### src/rtl/alu_result_skid.sv
// Two-entry skid buffer between the ALU and writeback, with add/sub flag masking
// and overflow statistics. Entry on edge N is visible at out_* in cycle N+1; in_ready is registered.
module alu_result_skid #(
  parameter int DATA_W = 32,
  parameter int CTRL_W = 4,
  parameter int RD_W   = 5,
  parameter int CNT_W  = 16
) (
  input  logic              clk,
  input  logic              rst_n,
  input  logic              in_valid,
  output logic              in_ready,
  input  logic [DATA_W-1:0] in_result,
  input  logic              in_zero,
  input  logic              in_cout,
  input  logic              in_overflow,
  input  logic [CTRL_W-1:0] in_ctrl,
  input  logic [RD_W-1:0]   in_rd,
  output logic              out_valid,
  input  logic              out_ready,
  output logic [DATA_W-1:0] out_result,
  output logic [2:0]        out_flags,
  output logic [CTRL_W-1:0] out_ctrl,
  output logic [RD_W-1:0]   out_rd,
  input  logic              clr_sticky,
  output logic              sticky_ovf,
  output logic [CNT_W-1:0]  ovf_count
);

  typedef enum logic [1:0] {EMPTY, ONE, TWO} state_t;

  state_t              state;
  logic [DATA_W-1:0]   skid_result;
  logic [2:0]          skid_flags;
  logic [CTRL_W-1:0]   skid_ctrl;
  logic [RD_W-1:0]     skid_rd;

  logic       accept;
  logic       pop;
  logic       is_addsub;
  logic       ovf_m;
  logic [2:0] in_flags;

  assign accept    = in_valid & in_ready;
  assign pop       = out_valid & out_ready;
  assign is_addsub = (in_ctrl == CTRL_W'(4'b0010)) || (in_ctrl == CTRL_W'(4'b0110));
  assign ovf_m     = in_overflow & is_addsub;
  assign in_flags  = {ovf_m, in_cout & is_addsub, in_zero};

  // in_ready tracks "next state != TWO", so it only changes on ONE<->TWO moves.
  always_ff @(posedge clk) begin
    if (!rst_n) begin
      state       <= EMPTY;
      in_ready    <= 1'b1;
      out_valid   <= 1'b0;
      out_result  <= '0;
      out_flags   <= '0;
      out_ctrl    <= '0;
      out_rd      <= '0;
      skid_result <= '0;
      skid_flags  <= '0;
      skid_ctrl   <= '0;
      skid_rd     <= '0;
    end else begin
      case (state)
        EMPTY: begin
          if (accept) begin
            out_result <= in_result;
            out_flags  <= in_flags;
            out_ctrl   <= in_ctrl;
            out_rd     <= in_rd;
            out_valid  <= 1'b1;
            state      <= ONE;
          end
        end
        ONE: begin
          if (accept && !pop) begin
            skid_result <= in_result;
            skid_flags  <= in_flags;
            skid_ctrl   <= in_ctrl;
            skid_rd     <= in_rd;
            in_ready    <= 1'b0;
            state       <= TWO;
          end else if (accept && pop) begin
            out_result <= in_result;
            out_flags  <= in_flags;
            out_ctrl   <= in_ctrl;
            out_rd     <= in_rd;
          end else if (pop) begin
            out_valid <= 1'b0;
            state     <= EMPTY;
          end
        end
        TWO: begin
          if (pop) begin
            out_result <= skid_result;
            out_flags  <= skid_flags;
            out_ctrl   <= skid_ctrl;
            out_rd     <= skid_rd;
            in_ready   <= 1'b1;
            state      <= ONE;
          end
        end
        default: begin
          state     <= EMPTY;
          out_valid <= 1'b0;
          in_ready  <= 1'b1;
        end
      endcase
    end
  end

  // A set from an accepted overflow takes priority over a same-cycle clear.
  always_ff @(posedge clk) begin
    if (!rst_n) begin
      sticky_ovf <= 1'b0;
      ovf_count  <= '0;
    end else if (accept && ovf_m) begin
      sticky_ovf <= 1'b1;
      if (ovf_count != {CNT_W{1'b1}})
        ovf_count <= ovf_count + CNT_W'(1);
    end else if (clr_sticky) begin
      sticky_ovf <= 1'b0;
    end
  end

endmodule

### config.mk
export PLATFORM = sky130hd
export DESIGN_NAME = alu_result_skid
export DESIGN_NICKNAME = d
export VERILOG_FILES = /design/src/rtl/alu_result_skid.sv
export SDC_FILE = /design/constraint.sdc
export NUM_CORES = 1
export LEC_CHECK = 0
export ABC_AREA = 1
export CAP_MARGIN = 20
export CORE_MARGIN = 4
export CORE_UTILIZATION = 45
export DETAILED_ROUTE_END_ITERATION = 7
export GPL_TIMING_DRIVEN = 0
export PLACE_DENSITY = 0.85
export SLEW_MARGIN = 20
export SYNTH_ARGS = -nofsm -noshare
export SYNTH_HDL_FRONTEND = slang
export SYNTH_SLANG_ARGS = --single-unit
### constraint.sdc
create_clock -name clk -period 2.05 [get_ports clk]
set_input_delay 0.41 -clock clk [delete_from_list [all_inputs] [get_ports clk]]
set_output_delay 0.41 -clock clk [all_outputs]
set_load 0.01 [all_outputs]
==> flow_metrics.py <==
metrics = {
    "clocking": {
        "cts_tree": "built",
        "clock-sinks": 109,
        "clkTransAtPathRegs_ns": 0.11,
        "cts_buffer_depth": 2,
        "clk_latency_ns": 0.37,
        "numCtsBuffers": 9,
        "cts-hold-fix-buffers": 0,
        "htree_num_levels": 3,
        "post_cts_resize_count": 0,
        "cts_root_buffer": "clkbuf_8",
        "cts_setup_buffers": 0,
    },
    "drt": {
        "vias": 4651,
        "dr.pass1.iters": 5,
        "ant_nets": 0,
        "routed_via_density": 5.03,
        "drtIter0Drc": 278,
        "drc": 0,
        "wl_per_cell_um": 13.3,
        "wl_um": 12300,
    },
    "yosys": {
        "avgSynthCellArea_sq_um": 7.08,
        "seq_area_frac_synth_pct": 46.4,
        "synth-seq-cells": 109,
        "netlist_area_sq_um": 4700,
        "synth_async_sr_flop_share_pct": 0,
        "synth_edf_count": 0,
        "yosys_warnings": 0,
        "yosysUniqueCellTypes": 26,
        "synthesis.nets": 714,
        "syn-instance-count": 664,
        "synth_top_flop_cell": "dfxtp_1",
    },
    "power": {
        "p_leak_nw": 2.36,
        "powerDensity_nw_per_um2": 788,
        "ir_drop_uv": 364,
    },
    "critical_path": {
        "path_class": "in2reg",
        "cp.required_ns": 2.31,
        "path_max_fanout": 10,
        "worst_ep_arrival_time_ns": 2.09,
        "r2r_cells": 7,
        "cp-end-kind": "flip-flop",
        "cp-start-kind": "primary input",
    },
    "cells_and_area": {
        "final_cell_area_sq_um": 6150,
        "syn_to_final_growth_pct": 30.7,
        "drive_gt1_share_pct": 5.70,
        "layout_commonest_cell": "nor2_1",
        "diodes": 0,
        "final_cell_mix": "nor2_1, clkdlybuf4s50_1, dfxtp_1, nand2_1",
        "nets": 835,
        "post-route-util_pct": 60.1,
    },
    "floorplanning": {
        "fp.coreArea_sq_um": 10200,
        "die-area_sq_um": 12200,
        "start_util_pct": 46.0,
        "ioPinCount": 112,
        "die_width_um": 110,
        "die_height_um": 110,
        "rows": 37,
    },
    "sta": {
        "clock.fmax_mhz": 546,
        "skew_ns": 0.0126,
        "finalHoldViolations": 0,
        "finalCritPeriodShare_pct": 89.4,
        "finalMaxSlewViolations": 0,
        "final.setup.tns_ns": 0,
        "rsz0062_at_grt": "false",
        "finalSetupViolCount": 0,
        "worst_slew_pin_slew_ns": 0.550,
        "finalCriticalPeriod_ns": 1.83,
        "slew_headroom_pct": 63.4,
        "timing.hold.ws_ns": 0.357,
    },
    "global_route": {
        "grt_pass1_wl_um": 19900,
        "grt_remaining_overflow": 0,
        "grt_pass1_vias": 4201,
        "grt_use_total_pct": 20.4,
        "grt_max_degree": 19,
        "antenna_found_initial": 0,
    },
    "placement": {
        "place_area_sq_um": 5970,
        "place.gp.congestion": 0.844,
        "hpwlAfterDp_um": 9230,
        "io_buffers": 110,
    },
    "hold_path": {
        "holdPathStages": 3,
        "hold_path_class": "in2reg",
    },
    "run": {
        "drv_cap": 0,
    },
    "run_status": {
        "status": "finished clean",
    },
}
==> cell type report <==
class                           instances  area, sq um
Sequential cell                       109         2180
Timing Repair Buffer                  110         1100
Fill cell                             929         4080
Tap cell                              136          170
Clock inverter                          6         48.8
Clock buffer                            9          124
Inverter                               60          225
Buffer                                 39          238
Multi-Input combinational cell        456         2060
==> state kept, by name (all words and copies together), names as in the netlist, 2 cells and up <==
name / count
out_ctrl: 4
out_flags: 3
out_rd: 5
out_result: 32
ovf_count: 16
skid_ctrl: 4
skid_flags: 3
skid_rd: 5
skid_result: 32
state: 2
==> logic make-up after synthesis <==
group	count (synthesis)	synth area share (%)
flops	109	46.4
compound gates	194	21.1
simple gates	260	22.2
buf+inv	99	9.84
fa+ha+maj	1	0.266
xor+xnor	1	0.186
==> Yosys cell counts, types with 3 or more instances <==
library cell | instances | area share (%)
o21ai_0 | 66 | 7.0
nand4_1 | 5 | 0.67
inv_2 | 4 | 0.32
o21ai_1 | 66 | 7.0
nand3_1 | 19 | 2.0
dfxtp_1 | 109 | 46
inv_1 | 55 | 4.4
a31oi_1 | 4 | 0.53
a21oi_1 | 56 | 6.0
clkbuf_1 | 17 | 1.4
buf_6 | 10 | 2.4
nand2_1 | 97 | 7.7
nor2_1 | 132 | 11
buf_2 | 10 | 1.1
nor3_1 | 3 | 0.32
==> per-layer routing <==
| layer | global-route usage [%] | vias to the layer above | wire length [um] |
|---|---|---|---|
| li1 | - | 2402 | - |
| met1 | 27.2 | 2106 | 5490 |
| met2 | 33.9 | 128 | 5850 |
| met3 | 3.90 | 15 | 763 |
| met4 | 5.72 | 0 | 207 |
| met5 | 0 | - | 0 |
==> stage by stage <==
step / setup WS, ns / total power, W / instances
2_1_floorplan: 0.522 / 0.00315 / 664
3_3_place_gp: -0.100 / 0.00368 / 910
3_5_place_dp: -0.125 / 0.00372 / 910
4_1_cts: 0.228 / 0.00488 / 925
5_1_grt: 0.0237 / 0.00511 / 925
6_report: 0.218 / 0.00485 / 925
==> final timing paths <==
check | slack [ns] | endpoint | from
worst max-delay path | 0.22 | ovf_count[6] | in_ctrl[3]
worst min-delay path | 0.36 | ovf_count[0] | rst_n
worst max register to register | 0.27 | ovf_count[4] | ovf_count[0]
worst min register to register | 0.45 | skid_result[20] | skid_result[20]
==> power breakdown <==
part           internal (W)  total (W)  switching [W]
registers           0.00234    0.00245       0.000106
clock network      0.000449    0.00119       0.000738
logic              0.000572    0.00121       0.000638
total               0.00336    0.00485        0.00148
==> worst max-delay path: stages <==
cell and delay (ns):
clkdlybuf4s50_1 0.45, nor2_1 0.25, nand3_1 0.14, nor2_1 0.31, buf_2 0.29, nand4_1 0.11
nand2_1 0.08, nor2_1 0.05
Note: power is estimated with default switching activity, not from simulation.
